==> src/rtl/score_display.sv <==
// N-digit BCD score line for the dino game: score/high-score counters,
// frame-synchronous display capture with blink, and a 2-stage glyph pipeline.
module score_display #(
  parameter int unsigned DIGITS    = 4,
  parameter logic [9:0]  X0        = 10'd400,
  parameter logic [9:0]  Y0        = 10'd5,
  parameter int unsigned CELL_LOG2 = 3,
  parameter bit          SATURATE  = 1'b1,
  parameter bit          BLANK_LZ  = 1'b1
) (
  input  logic                clk,
  input  logic                reset,
  input  logic                inc,
  input  logic                clear,
  input  logic                game_over,
  input  logic                frame,
  input  logic                show_hi,
  input  logic [9:0]          pix_x,
  input  logic [9:0]          pix_y,
  output logic                pixel,
  output logic [4*DIGITS-1:0] score,
  output logic [4*DIGITS-1:0] hi_score,
  output logic                new_hi
);
  localparam int unsigned W    = 4 * DIGITS;
  localparam int unsigned COLS = 6 * DIGITS;

  logic [W-1:0] score_inc;
  logic [W-1:0] disp;
  logic         all_nines;
  logic         beats_hi;
  logic [4:0]   frame_cnt;
  logic         blank;

  // Rows packed r5..r0, bit n of a row = glyph column n (column 0 on the left).
  function automatic logic [3:0] glyph_row(input logic [3:0] d, input logic [2:0] r);
    logic [31:0] g;
    case (d)
      4'd0:    g = {8'h00, 4'hF, 4'h9, 4'h9, 4'h9, 4'h9, 4'hF};
      4'd1:    g = {8'h00, 4'h7, 4'h2, 4'h2, 4'h2, 4'h3, 4'h2};
      4'd2:    g = {8'h00, 4'hF, 4'h1, 4'h1, 4'hF, 4'h8, 4'hF};
      4'd3:    g = {8'h00, 4'hF, 4'h8, 4'h8, 4'hF, 4'h8, 4'hF};
      4'd4:    g = {8'h00, 4'h8, 4'h8, 4'hF, 4'hA, 4'hC, 4'h8};
      4'd5:    g = {8'h00, 4'hF, 4'h8, 4'h8, 4'hF, 4'h1, 4'hF};
      4'd6:    g = {8'h00, 4'hF, 4'h9, 4'h9, 4'hF, 4'h1, 4'hF};
      4'd7:    g = {8'h00, 4'h8, 4'h8, 4'h8, 4'h8, 4'h8, 4'hF};
      4'd8:    g = {8'h00, 4'hF, 4'h9, 4'h9, 4'hF, 4'h9, 4'hF};
      4'd9:    g = {8'h00, 4'hF, 4'h8, 4'h8, 4'hF, 4'h9, 4'hF};
      default: g = '0;
    endcase
    return g[4*r +: 4];
  endfunction

  always_comb begin
    logic carry;
    score_inc = score;
    carry     = 1'b1;
    for (int unsigned i = 0; i < DIGITS; i++) begin
      if (carry) begin
        if (score[4*i +: 4] == 4'd9) begin
          score_inc[4*i +: 4] = 4'd0;
        end else begin
          score_inc[4*i +: 4] = score[4*i +: 4] + 4'd1;
          carry = 1'b0;
        end
      end
    end
  end

  assign all_nines = (score == {DIGITS{4'h9}});
  assign beats_hi  = game_over && (score > hi_score);

  always_ff @(posedge clk) begin
    if (reset) begin
      score     <= '0;
      hi_score  <= '0;
      new_hi    <= 1'b0;
      disp      <= '0;
      blank     <= 1'b0;
      frame_cnt <= '0;
    end else begin
      if (clear)
        score <= '0;
      else if (inc && !(all_nines && SATURATE))
        score <= score_inc;
      if (beats_hi)
        hi_score <= score;
      if (clear)
        new_hi <= 1'b0;
      else if (beats_hi)
        new_hi <= 1'b1;
      if (frame) begin
        disp      <= show_hi ? hi_score : score;
        blank     <= new_hi && !show_hi && frame_cnt[4];
        frame_cnt <= frame_cnt + 5'd1;
      end
    end
  end

  // Stage 1: cell geometry; off-screen coordinates wrap large and fall outside.
  logic [9:0] rx, ry, cx, cy;
  logic       in_region_c;
  logic [2:0] s1_slot, s1_col, s1_row;
  logic       s1_valid;

  assign rx          = pix_x - X0;
  assign ry          = pix_y - Y0;
  assign cx          = rx >> CELL_LOG2;
  assign cy          = ry >> CELL_LOG2;
  assign in_region_c = (cx < 10'(COLS)) && (cy < 10'd6);

  always_ff @(posedge clk) begin
    if (reset) begin
      s1_valid <= 1'b0;
      s1_slot  <= '0;
      s1_col   <= '0;
      s1_row   <= '0;
    end else begin
      s1_valid <= in_region_c;
      s1_slot  <= 3'(cx / 10'd6);
      s1_col   <= 3'(cx % 10'd6);
      s1_row   <= cy[2:0];
    end
  end

  // Stage 2: digit select, leading-zero suppression and ROM lookup on disp.
  logic [DIGITS-1:0] lz;
  logic [3:0]        nib;
  logic              show_digit;
  logic [3:0]        row_bits;
  logic              pixel_c;

  always_comb begin
    logic hz;
    lz = '0;
    hz = 1'b1;
    for (int unsigned i = DIGITS - 1; i >= 1; i--) begin
      hz    = hz && (disp[4*i +: 4] == 4'd0);
      lz[i] = hz && BLANK_LZ;
    end
    nib        = 4'hF;
    show_digit = 1'b0;
    for (int unsigned i = 0; i < DIGITS; i++) begin
      if (s1_slot == 3'(DIGITS - 1 - i)) begin
        nib        = disp[4*i +: 4];
        show_digit = !lz[i];
      end
    end
    row_bits = glyph_row(nib, s1_row);
    pixel_c  = s1_valid && !blank && show_digit && (s1_col < 3'd4) && row_bits[s1_col[1:0]];
  end

  always_ff @(posedge clk) begin
    if (reset)
      pixel <= 1'b0;
    else
      pixel <= pixel_c;
  end

endmodule

==> config.mk <==
export PLATFORM = sky130hd
export DESIGN_NAME = score_display
export DESIGN_NICKNAME = d
export VERILOG_FILES = /design/src/rtl/score_display.sv
export SDC_FILE = /design/constraint.sdc
export NUM_CORES = 1
export LEC_CHECK = 0
export ABC_AREA = 1
export ABC_CLOCK_PERIOD_IN_PS = 8000
export CORE_ASPECT_RATIO = 0.8
export CORE_UTILIZATION = 35
export CTS_CLUSTER_SIZE = 16
export DETAILED_ROUTE_END_ITERATION = 12
export GPL_TIMING_DRIVEN = 0
export PLACE_DENSITY = 0.57
export SYNTH_ARGS = -nofsm -noshare
export SYNTH_HDL_FRONTEND = slang
export SYNTH_SLANG_ARGS = --single-unit
==> constraint.sdc <==
create_clock -name clk -period 8 [get_ports clk]
set_clock_uncertainty 0.05 [all_clocks]
set_input_delay 1.6 -clock clk [delete_from_list [all_inputs] [get_ports clk]]
set_output_delay 1.6 -clock clk [all_outputs]
set_load 0.005 [all_outputs]
=== Yosys cells after proc, flatten, opt, wreduce, memory -nomap -nowiden ===
Memory sizes are Yosys's and may differ from the RTL's.
Cells that the tools add are included.

* Bits in registers: 66
* Latch bits: 0
* Memory bits (writable): 0
* Bits in read-only memories: 368
* Output and inout bits: 34
* Memories kept: 1

{| class="wikitable"
|+ Memories
! memory !! depth !! width !! read ports !! clocked after Yosys merged registers in !! wr ports !! RTL line !! source
|-
| (no name shown) || 16 || 23 || 1 || 0 || 0 || 38 || <nowiki>case (d)</nowiki>
|}

* Add/subtract/negate cells: 7
* Multipliers: 0
* Div/mod/pow operators: 2
* Magnitude comparators: 5
* Eq/ne operators: 8
* Shift operators: 1
* Multiplexer cells: 20
* Bitwise logic cells: 0
* Reduce and logical (&&, ||, !) cells: 25

{| class="wikitable"
|+ Operator list
! kind !! number
|-
| $mux 4 || 8
|-
| $shiftx 32x6->4 || 1
|-
| $add 4x1->4 const B || 4
|-
| $eq 16x16->1 const B || 1
|-
| $eq 4x4->1 const B || 4
|-
| $gt 16x16->1 || 1
|-
| $mux 16 || 1
|-
| $logic_not 4->1 || 3
|-
| $logic_and 1x1->1 || 11
|-
| $div 7x3->10 const B || 1
|-
| $mod 7x3->10 const B || 1
|-
| $mux 1 || 10
|-
| $sub 10x3->10 const B || 1
|-
| $sub 10x9->10 const B || 1
|-
| $lt 7x3->1 const B || 1
|-
| $lt 7x5->1 const B || 1
|-
| $eq 3x2->1 const B || 2
|-
| $logic_not 1->1 || 6
|-
| $reduce_and 2->1 || 3
|-
| $add 5x1->5 const B || 1
|-
| $eq 3x1->1 const B || 1
|-
| $logic_not 3->1 || 1
|-
| $lt 2x3->1 const B || 1
|-
| $lt 3x3->1 const B || 1
|-
| other kinds (2) || 2
|}

=== Longest topological paths before layout ===
Gate-level depths: netlist (run 1).

* Depth in word-level cells: 10
* Depth in mapped cells: 25

=== Worst setup path before layout (run 1) ===
No wires, ideal clock.

* Path type: input port to flip-flop
* Start: input port pix_x[4]
* End: register s1_col[1]
* Library setup time: 110 ps
* Arrival time: 3657 ps
* Required time: 7840 ps
* Setup slack: 4184 ps
* Stages on the path: 19
* Cell sequence: inv_2 -> ha_1 -> nand2_1 -> nand3_1 -> nand2_4 -> inv_2 -> ha_1 -> o211ai_2 -> nand2_2 -> a21oi_4 -> nand3_2 -> a21oi_1 -> nand3_1 -> nand2_1 -> nor2_2 -> nand2_1 -> nand2_1 -> nand2_1 -> nor2_2

* Cells in the longest elaborated chain, start to end: 2

{| class="wikitable"
|+ RTL lines
! item !! RTL line !! source
|-
| start: declaration || 18 || <nowiki>input logic [9:0] pix_x,</nowiki>
|-
| $sub 10x9->10 || 106 || <nowiki>assign rx = pix_x - X0;</nowiki>
|-
| $mod 7x3->10 || 121 || <nowiki>s1_col <= 3'(cx % 10'd6);</nowiki>
|-
| end signal: assignment || 121 ||
|-
| end: declaration || 103 || <nowiki>logic [2:0] s1_slot, s1_col, s1_row;</nowiki>
|}

No other way between the ends.
A chain may end at the register's enable or synchronous reset.

=== Worst setup path after layout (run 1) ===
Ends and elaborated chain as after synthesis.

==> results summary, run 1 <==
The number of primary I/O pins came out at 61. In this run the mean area of a mapped cell was 7.008 µm². The register area share after synthesis is 0.3218. The maximum level of the CTS H-tree came out at 3.

Global routing finished with a remaining overflow of 0. In the synthesized netlist the dominant register cell turns out to be sky130_fd_sc_hd__dfxtp_1. The static leakage power came out at 2.260 nW. The flow ran to the end, and the final reports show no timing, DRC or antenna violations. The setup TNS is 0 ns. The half-perimeter wire length of the detailed placement result is 8537 µm. The number of routed nets with antenna violations is 0. In this run the worst path has a maximum fanout of 6. The number of diodes added for antenna fixing is 0.

The worst hold margin came out at 0.4143 ns. The die outline area came out at 0.01217 mm². Together, buffers and inverters on the worst path number 3. Clock-pin slew was measured on the worst setup and hold paths at 0.05 ns.

The number of cells in the finished layout apart from fillers came out at 803. The internal power contribution is 0.0008388 W. The number of cells after detailed placement came out at 787. The wire length per cell came out at 13.25 µm.

The actual slew at the worst max-slew pin came out at 0.5703 ns. The data required time of the worst path came out at 8.22 ns. The vias after detailed routing is 4023.

The residual DRC count came out at 0. The global router's overall resource usage came out at 0.1871. The category of the critical setup timing path is input port to flop. Gates resized during post-CTS repair numbered 0. The DRC marker count from the first detailed-route iteration came out at 285.

The starting density of the core came out at 0.3684. The worst setup path is captured at a flop. The part of the total power dissipated in sequential elements came out at 0.312. The number of warnings reported in the yosys synthesis log came out at 0. The initial antenna violation count came to 0. The setup check on the worst reg-to-reg path leaves a slack of 5.27 ns. The final critical-path share of the clock period is 0.5624. The clock insertion delay at the later pin of the skew report came out at 0.34 ns.

The number of register bits inferred by synthesis came out at 66. The routed via count divided by cell count came out at 5.010. The combinational fraction of design power came out at 0.287.

The power spent charging and discharging nets is 0.0003810 W. The number of setup buffers added after CTS is 0. The cell with the most instances after synthesis is sky130_fd_sc_hd__inv_1. For the finished layout, the period the worst path requires is 4.499 ns. The tightest min-delay check is of the flop to flop type. The quantity of hold-fixing buffers added after cts is 0.

The number of detailed-routing iterations run before antenna repair is 5. The share of post-route cells with drive strength above 1 is 0.08346. The number of CTS-inserted buffers is 9. Entering global routing, the biggest net connects 12 pins.

The fmax came out at 222.3 MHz. Among cell families on the critical path, the largest total delay comes from simple AND/OR/NAND/NOR gates. The last weighted congestion value of the routability-driven placer came out at 0.8437.

When the netlist entered floorplanning its net count stood at 641. The max-slew violation count is 0. Synthesis handed over a netlist of 586 instances. Yosys attributes the largest share of cell area to sky130_fd_sc_hd__dfxtp_1, sky130_fd_sc_hd__ha_1, sky130_fd_sc_hd__inv_1, sky130_fd_sc_hd__nand2_1, sky130_fd_sc_hd__a21oi_1. The total design power is 0.001220 W.

The number of buffer cells added on primary ports came out at 57. The worst path arrival time came out at 4.72 ns. The clock network fraction of total power is 0.402. The number of hold violations in the final report came to 0. The layout-stage area growth over the synthesis result came out at 27.24%. In this run the deepest clock path goes through 2 buffers.

Setup repair after global routing left no endpoint under its margin. The worst slew margin relative to its limit is 0.6198. The final layout net count is 709.

The share of synthesized area in the top cell type comes to 0.3218. The power density over the cells is 233.4 mW/mm². In this design, the critical path's most frequently occurring cell is sky130_fd_sc_hd__nand2_1. The routed wire length is 10640 µm. Among all stages on the critical path, the largest delay is contributed by sky130_fd_sc_hd__clkdlybuf4s50_1. CTS placed an instance of sky130_fd_sc_hd__clkbuf_16 at the clock tree root. The via count of the first global-routing pass came out at 3724.

In the synthesized netlist the async set-or-reset flop fraction comes to 0. The total of endpoints with negative setup slack in the final report is 0. The distinct cell type count of the synthesized netlist came out at 43.

The die is 98.88 µm tall. The final core area utilization came out at 0.4688. Summing every instance area after synthesis gives 0.004106 mm². The startpoint class of the critical path is an input port. The number of cell rows came out at 34. The CTS tree is yes.

The switching part of the total power came out at 0.3123. Summed over all instances, the cell type with the most area after synthesis is sky130_fd_sc_hd__dfxtp_1. Yosys mapped a number of flops with a built-in enable equal to 0.

The clock net sink count came out at 66. The area of the core region is 0.01115 mm². The floorplan step set the die width to 123.1 µm. The wire length of the first global-routing pass came out at 17930 µm. Counting instances in the post-synthesis netlist gives the leading cell types as sky130_fd_sc_hd__inv_1, sky130_fd_sc_hd__nand2_1, sky130_fd_sc_hd__dfxtp_1, sky130_fd_sc_hd__a21oi_1, sky130_fd_sc_hd__o21ai_0. The maximum ir drop on the vdd rail is 126.8 µV. The delay of the slowest cell on the worst path is 0.62 ns. Walking the worst path, the cells encountered are clkdlybuf4s50_1 -> inv_2 -> ha_1 -> nand2_1 -> nand3_1 -> nand2_4 -> inv_2 -> ha_1 -> o211ai_2 -> nand2_2 -> a21oi_4 -> nand3_2 -> nand2_1 -> nand2_1 -> nand3_1 -> nand2_1 -> nor2_2 -> nand2_1 -> nand2_1 -> nand2_1 -> nor2_2. The number of violations of the max-capacitance limit is 0.
==> path summary, 6_finish.rpt <==
path                                     end  cells after the start   startpoint
worst max-delay path               s1_col[1]                     21     pix_x[4]
worst min-delay path                   blank                      2        blank
worst max register to register  hi_score[13]                     12  hi_score[9]
worst min register to register         blank                      2        blank
==> logic make-up (layout without fill, tap and decap cells) <==
family / after synthesis / after routing / share of synthesized area
simple gates: 206 / 206 / 0.2425
compound gates: 169 / 169 / 0.2377
fa+ha+maj: 28 / 28 / 0.08531
flops: 66 / 66 / 0.3218
xor+xnor: 3 / 3 / 0.008229
buf+inv: 114 / 187 / 0.1045
==> sequential cells by signal, summed over array words and instances, names as in the netlist, 3 cells and up <==
register / cells
s1_row: 3
frame_cnt: 5
disp: 16
hi_score: 16
s1_col: 3
score: 16
s1_slot: 3
==> worst reg2reg max path, delay by kind of cell, from the launching register on <==
| kind | cells | cell delay [ns] |
|---|---|---|
| AOI/OAI and AO/OA | 7 | 1.25 |
| adders and majority gates | 1 | 0.30 |
| buffers and inverters | 2 | 0.49 |
| DFF | 1 | 0.34 |
| and+or+nand+nor | 2 | 0.22 |
==> per-stage QoR <==
stage          area (µm²)  worst slack, ns
2_1_floorplan        4106            4.184
5_1_grt              5225            3.206
3_3_place_gp         4857            3.258
6_report             5225            3.501
4_1_cts              5225            3.493
3_5_place_dp         4857            3.151
==> cell usage in the layout, fill, tap and decap left out, types with 4 or more instances in the layout <==
master | netlist | routed
sky130_fd_sc_hd__clkbuf_1 | 13 | 14
sky130_fd_sc_hd__a211oi_1 | 4 | 4
sky130_fd_sc_hd__clkdlybuf4s50_1 | 0 | 57
sky130_fd_sc_hd__nor2_2 | 5 | 5
sky130_fd_sc_hd__nand4_1 | 4 | 4
sky130_fd_sc_hd__a21oi_1 | 62 | 62
sky130_fd_sc_hd__inv_2 | 7 | 7
sky130_fd_sc_hd__or2_2 | 4 | 4
sky130_fd_sc_hd__nand3_2 | 5 | 5
sky130_fd_sc_hd__o21bai_1 | 4 | 4
sky130_fd_sc_hd__bufinv_16 | 0 | 4
sky130_fd_sc_hd__ha_1 | 28 | 28
sky130_fd_sc_hd__nand3_1 | 27 | 27
sky130_fd_sc_hd__nand2_2 | 8 | 8
sky130_fd_sc_hd__nand2_1 | 85 | 85
sky130_fd_sc_hd__inv_1 | 90 | 90
sky130_fd_sc_hd__dfxtp_1 | 66 | 66
sky130_fd_sc_hd__nor3_1 | 10 | 10
sky130_fd_sc_hd__o211ai_1 | 24 | 24
sky130_fd_sc_hd__clkbuf_16 | 0 | 9
sky130_fd_sc_hd__nor2_1 | 43 | 43
sky130_fd_sc_hd__o21ai_0 | 57 | 57
==> power by group through the flow <==
stage                     Combinational, W  Sequential, W  Clock (W)
final                             0.000350       0.000380   0.000490
after global routing              0.000399       0.000385   0.000515
after CTS                         0.000349       0.000381   0.000496
after detailed placement          0.000347       0.000388          0
after global placement            0.000337       0.000387          0
after floorplan                   0.000240       0.000382          0
==> metal layers <==
metal  wire length [µm]  up-vias  share of wire  global-route usage
met5                  0        -              0                   0
met4                 93        0         0.0087             0.04171
met3                407        9          0.038             0.04572
met2               4308       72           0.40              0.2615
met1               5829     1831           0.55              0.2840
li1                   -     2111              -                   -
==> cell type report <==
type | instances | area [µm²]
Buffer | 14 | 53.80
Clock buffer | 11 | 242.7
Clock inverter | 5 | 125.1
Fill cell | 1125 | 5921
Inverter | 100 | 375.4
Multi-Input combinational cell | 406 | 2356
Sequential cell | 66 | 1321
Tap cell | 144 | 180.2
Timing Repair Buffer | 57 | 570.5
Power figures use the tool's default switching activity.
==> run 2, diff against run 1 <==
- ABC_CLOCK_PERIOD_IN_PS: 8000 -> 3750
- PLACE_DENSITY: 0.57 -> 0.59
- clock period: 8 -> 3.75 ns (I/O delays scaled with it)
==> results summary, run 2 (synthesis gave the netlist of run 1 again) <==
The flow ran to the end, and the final reports show no timing, DRC or antenna violations. The filler cells instantiated in the layout total 1159. The half-perimeter wire length of the detailed placement result came out at 8360 µm. The wire length of the first global-routing pass came out at 17110 µm. The number of diodes added for antenna fixing is 0. The region available for standard cell placement spans 0.01115 mm². The worst path arrival time came out at 3.60 ns. Across the VDD grid, the largest voltage drop is 281.3 µV.

The overflow left after global routing came out at 0. The final critical-path share of the clock period came out at 0.9154. The maximum level of the CTS H-tree is 3. The total design power is 0.002318 W. The maximum fanout encountered on the critical timing path came out at 5. The static leakage power is 2.217 nW.

The setup TNS is 0 ns. The number of buffer cells added on primary ports is 57. The number of primary I/O pins came out at 61. The clock insertion delay at the later pin of the skew report is 0.33 ns. In this run, placement finished with an instance count of 787. The vertical die dimension came out at 98.88 µm. The cell sitting at the root of the clock tree is a sky130_fd_sc_hd__clkbuf_16. The number of detailed-routing iterations run before antenna repair is 4.

For the pin with the worst max-slew slack, the measured transition is 0.5645 ns. In the layout the commonest cells are sky130_fd_sc_hd__inv_1, sky130_fd_sc_hd__nand2_1, sky130_fd_sc_hd__dfxtp_1, sky130_fd_sc_hd__a21oi_1, sky130_fd_sc_hd__o21ai_0. Setup repair after global routing left no endpoint under its margin. The worst setup path is launched from an input port. The wire length per cell is 13.01 µm. The post-route minimum period came out at 3.433 ns.

The starting density of the core is 0.3684. The endpoint class of the critical path is a flop. The via count of the first global-routing pass came out at 3681. After clock tree synthesis, the clock-pin slew on the worst setup and hold paths is 0.05 ns. The number of cell rows is 34.

Power spread over the standard cell area amounts to 451.8 mW/mm². The number of cells in the finished layout apart from fillers came out at 803. The worst slew margin relative to its limit is 0.6237. The tool flagged a number of max-cap violations equal to 0. The critical path is of the input port to flop type. Across every metal layer, demand over resource in global routing totals 0.1764. The CTS tree is yes. The number of CTS-inserted buffers came out at 9. The share of post-route cells with drive strength above 1 is 0.08498. After detailed routing, the total wire length is 10440 µm. The data required time of the worst path came out at 3.92 ns. The largest registers in the layout are disp (16), hi_score (16), score (16). The tightest min-delay check is of the flop to flop type. The worst hold margin came out at 0.4172 ns. The last weighted congestion value of the routability-driven placer came out at 0.8381.

The initial antenna violation count came out at 0. The die is 123.1 µm wide. The max-slew violation count is 0. The total of endpoints with negative setup slack in the final report is 0. Leaving out fill and tap cells, the most frequent cell in the layout is sky130_fd_sc_hd__inv_1. The pin count of the biggest net entering global routing is 13. The number of hold violations in the final report came to 0. The layout-stage area growth over the synthesis result is 24.95%. The fmax came out at 291.3 MHz. The routed via count divided by cell count is 4.993. The number of routed nets with antenna violations came out at 0. The maximum root-to-sink buffer count is 2.

The clock net sink count came out at 66. The die outline area is 0.01217 mm². The DRC marker count from the first detailed-route iteration came out at 272. The final layout net count came out at 709. The residual DRC count came out at 0. The vias after detailed routing is 4009.
==> run 2: cell type report <==
type	count	area, µm²	share of cell area
buffer	14	53.80	0.01049
clock buffer	9	225.2	0.04389
clock inverter	7	46.29	0.009022
inverter	100	375.4	0.07315
multi-input combinational	406	2356	0.4592
sequential	66	1321	0.2575
tap	144	180.2	0.03511
timing repair buffer	57	573.1	0.1117
==> run 2: worst max-delay path, cell delays in order <==
cell and delay [ns]:
sky130_fd_sc_hd__clkdlybuf4s50_1 0.52, sky130_fd_sc_hd__inv_1 0.10, sky130_fd_sc_hd__ha_1 0.23, sky130_fd_sc_hd__nand2_1 0.11, sky130_fd_sc_hd__nand3_1 0.11, sky130_fd_sc_hd__nand2_4 0.13, sky130_fd_sc_hd__inv_2 0.06, sky130_fd_sc_hd__ha_1 0.31
sky130_fd_sc_hd__o21ai_1 0.18, sky130_fd_sc_hd__nand3_2 0.14, sky130_fd_sc_hd__and2b_1 0.20, sky130_fd_sc_hd__o21bai_1 0.15, sky130_fd_sc_hd__nand2_1 0.11, sky130_fd_sc_hd__nand3_2 0.07, sky130_fd_sc_hd__nand2_2 0.07, sky130_fd_sc_hd__nand3_2 0.09
sky130_fd_sc_hd__nand2_1 0.08, sky130_fd_sc_hd__nand2_1 0.07, sky130_fd_sc_hd__nand2_1 0.08, sky130_fd_sc_hd__nor2_2 0.03
==> run 2: where the power goes <==
part	switching (W)	total [W]	internal, W
registers	0.0000458	0.000810	0.000765
logic	0.000460	0.000752	0.000292
clock network	0.000312	0.000756	0.000444
total	0.000818	0.00232	0.00150
==> run 2: timing repair <==
item / 4_1_cts / 5_1_grt
endpoints found under the hold margin: 0 / 0
setup buffers: 0 / 0
hold buffers: 0 / 0
setup endpoints to repair: 0 / 3
gates resized for setup: 0 / 1
==> run 2: per-layer routing <==
layer  routed length [µm]  track usage
met1                 5770       0.2701
met2                 4099       0.2472
met3                  484      0.03530
met4                   89      0.04356
met5                    0            0
==> run 2: per-stage QoR <==
stage                     cell area (µm²)    util  setup slack, ns
final                                5131  0.4604           0.3174
after global routing                 5131  0.4604        0.0002887
after CTS                            5129  0.4601           0.1421
after detailed placement             4857  0.4358          -0.2003
after global placement               4857  0.4358          -0.1405
after floorplan                      4106       -           0.7836
==> run 2: path summary, 6_finish.rpt <==
check	startpoint	endpoint	slack, ns	cells after the start
worst max-delay path	pix_x[5]	s1_col[1]	0.32	20
worst min-delay path	blank	blank	0.42	2
worst max register to register	s1_slot[2]	pixel	0.96	16
worst min register to register	blank	blank	0.42	2
==> run 3, diff against run 2 <==
- MAX_ROUTING_LAYER: not set -> met4
==> results summary, run 3 (synthesis gave the netlist of run 1 again) <==
The flow ran to the end, and the final reports show no timing, DRC or antenna violations. The reg-to-reg endpoint is hi_score[12]. TritonCTS built the clock tree. Relative to the synthesized area, the layout overhead comes to 25.20%. The clock net sink count came out at 66. The maximum ir drop on the vdd rail came out at 240.3 µV. The number of primary I/O pins is 61. Max-cap violations in this run came to 0. Data on the critical path arrives at its endpoint at 3.72 ns. The clock insertion delay at the later pin of the skew report came out at 0.34 ns. Leaving out fill and tap cells, the most frequent cell in the layout is sky130_fd_sc_hd__inv_1.

At the pin with the least slew margin, the transition time is 0.5585 ns. The wire length per cell came out at 13.35 µm. The library cells used most frequently in the layout, excluding fill and tap cells, are sky130_fd_sc_hd__inv_1, sky130_fd_sc_hd__nand2_1, sky130_fd_sc_hd__dfxtp_1, sky130_fd_sc_hd__a21oi_1, sky130_fd_sc_hd__o21ai_0. The overflow left after global routing came out at 0. The maximum root-to-sink buffer count is 2.

The maximum fanout encountered on the critical timing path came out at 5. The total of endpoints with negative setup slack in the final report came out at 0. The filler cell count came out at 1115.

The fmax is 287.0 MHz. The number of detailed-routing iterations run before antenna repair is 5. The number of buffer cells added on primary ports came out at 57.

The floorplan step set the die height to 98.88 µm. After the first detailed-routing iteration, the DRC count stood at 289. The worst setup path is captured at a flop. Buffers added to address setup during post-CTS repair amount to 0. The least setup slack across all paths after layout is 0.2657 ns. Detailed placement ended at an HPWL of 8415 µm.

The wire length of the first global-routing pass is 17550 µm. OpenSTA, run right after detailed placement, puts the worst setup slack at -0.1958 ns. Setup repair after global routing left no endpoint under its margin. The library cell used as clock root buffer is sky130_fd_sc_hd__clkbuf_16. The depth of the most critical reg-to-reg path is 12.

The startpoint class of the critical path is an input port. After clock tree synthesis, the clock-pin slew on the worst setup and hold paths is 0.05 ns. The starting density of the core is 0.3684.

In this run, CTS created clock tree buffers numbering 9. The global routing met2 resource utilization is 0.2545. The start point of the worst hold path is blank. The number of cells on the worst hold path came out at 2. The worst slew margin relative to its limit came out at 0.6277. The vias after detailed routing is 4085. The die covers 0.01217 mm². The data required time of the worst path came out at 3.98 ns. The floorplan step defined a core boundary enclosing 0.01115 mm². At the end of the flow the core is filled with cells to 0.4613. The last weighted congestion value of the routability-driven placer is 0.8514.

Overall power consumption after layout is estimated at 0.002356 W. The quantity of hold-fixing buffers added after cts came out at 0. The post-cts sizing count came out at 0.

The global-route track usage on met3 is 0.05150. The max-slew violation count is 0. The global routing's busiest layer is met1. The category of the critical setup timing path is input port to flop.

The share of post-route cells with drive strength above 1 is 0.08498. The number of hold violations in the final report came out at 0. The routed via count divided by cell count is 5.087. The static leakage power is 2.223 nW. The final layout net count came out at 709. Entering global routing, the biggest net connects 13 pins.

The via count of the first global-routing pass is 3674. The register-to-register path setup slack is 0.97 ns. The initial antenna violation count is 0. The final critical-path share of the clock period is 0.9291.

The routed wire length came out at 10720 µm. The met1 track demand over resource in global routing is 0.2746. The number of diodes added for antenna fixing came out at 0.

The tightest min-delay check is of the flop to flop type. The global router's overall resource usage came out at 0.1902. The largest registers in the layout are disp (16), hi_score (16), score (16). The maximum level of the CTS H-tree came out at 3.

The power density over the cells is 458.2 mW/mm². The number of routed nets with antenna violations is 0. The floorplan has 34 rows. Counting I/O delays and the setup requirement, the final critical path takes 3.484 ns.

The path with the worst hold slack has its endpoint at blank. In this run the horizontal extent of the chip is 123.1 µm. The startpoint identified for the worst register-to-register timing path is hi_score[9]. The residual DRC count came out at 0.
-- run 3: cell count changes in the layout (fill, tap and decap cells not counted) --
cell / before / now
sky130_fd_sc_hd__clkinv_4: 1 / 2
sky130_fd_sc_hd__clkbuf_8: 0 / 1
sky130_fd_sc_hd__clkinvlp_4: 3 / 2
sky130_fd_sc_hd__clkinv_2: 3 / 2
-- run 3: how the worst max path moves through the flow --
stage / to / start / slack (ns) / depth (start not counted)
floorplan: s1_col[1] / pix_x[4] / 0.78 / 19
global placement: s1_col[1] / pix_x[4] / -0.14 / 21
detailed placement: s1_col[1] / pix_x[4] / -0.20 / 21
CTS: s1_col[1] / pix_x[4] / 0.16 / 21
global route: s1_col[1] / pix_x[5] / 0.01 / 20
finish: s1_col[1] / pix_x[5] / 0.27 / 21
-- run 3: metal layers --
metal / wire length, µm / share of wire / up-vias
met5: 0 / 0 / -
met1: 5640 / 0.53 / 1833
met3: 649 / 0.061 / 14
met4: 100 / 0.0093 / 0
li1: - / - / 2112
met2: 4331 / 0.40 / 126
-- run 3: stage by stage --
step | setup TNS (ns) | hold slack, ns | cells | cell area (µm²)
4_1_cts | 0 | 0.4277 | 803 | 5139
2_1_floorplan | 0 | 0.3819 | 586 | 4106
6_report | 0 | 0.4239 | 803 | 5141
5_1_grt | 0 | 0.4686 | 803 | 5141
3_3_place_gp | -0.2749 | 0.4114 | 787 | 4857
3_5_place_dp | -0.4232 | 0.4151 | 787 | 4857
-- run 3: final cells by class --
class	instances	area [µm²]	area share
inverters	100	375.4	0.07301
well taps	144	180.2	0.03505
repair buffers	57	573.1	0.1115
flip-flops and latches	66	1321	0.2570
clock inverters	6	42.54	0.008275
clock buffers	10	239.0	0.04648
plain buffers	14	53.80	0.01046
multi-input cells	406	2356	0.4583
-- run 3: where the power goes --
| group | leakage (nW) | switching (W) | internal (W) | total, W |
|---|---|---|---|---|
| registers | 0.540 | 0.0000463 | 0.000765 | 0.000811 |
| clock network | 0.134 | 0.000327 | 0.000464 | 0.000791 |
| logic | 1.55 | 0.000462 | 0.000291 | 0.000754 |
| total | 2.22 | 0.000835 | 0.00152 | 0.00236 |
-- run 3: critical path, stage by stage --
cell                              delay (ns)
sky130_fd_sc_hd__clkdlybuf4s50_1        0.53
sky130_fd_sc_hd__inv_1                  0.10
sky130_fd_sc_hd__ha_1                   0.23
sky130_fd_sc_hd__nand2_1                0.10
sky130_fd_sc_hd__nand3_1                0.12
sky130_fd_sc_hd__nand2_4                0.13
sky130_fd_sc_hd__inv_2                  0.06
sky130_fd_sc_hd__ha_1                   0.32
sky130_fd_sc_hd__o211ai_2               0.25
sky130_fd_sc_hd__nand2_2                0.11
sky130_fd_sc_hd__a21oi_4                0.19
sky130_fd_sc_hd__nand3_2                0.10
sky130_fd_sc_hd__nand2_1                0.09
sky130_fd_sc_hd__nand2_1                0.06
sky130_fd_sc_hd__nand3_1                0.07
sky130_fd_sc_hd__nand2_1                0.07
sky130_fd_sc_hd__nor2_2                 0.13
sky130_fd_sc_hd__nand2_1                0.07
sky130_fd_sc_hd__nand2_1                0.08
sky130_fd_sc_hd__nand2_1                0.07
sky130_fd_sc_hd__nor2_2                 0.07
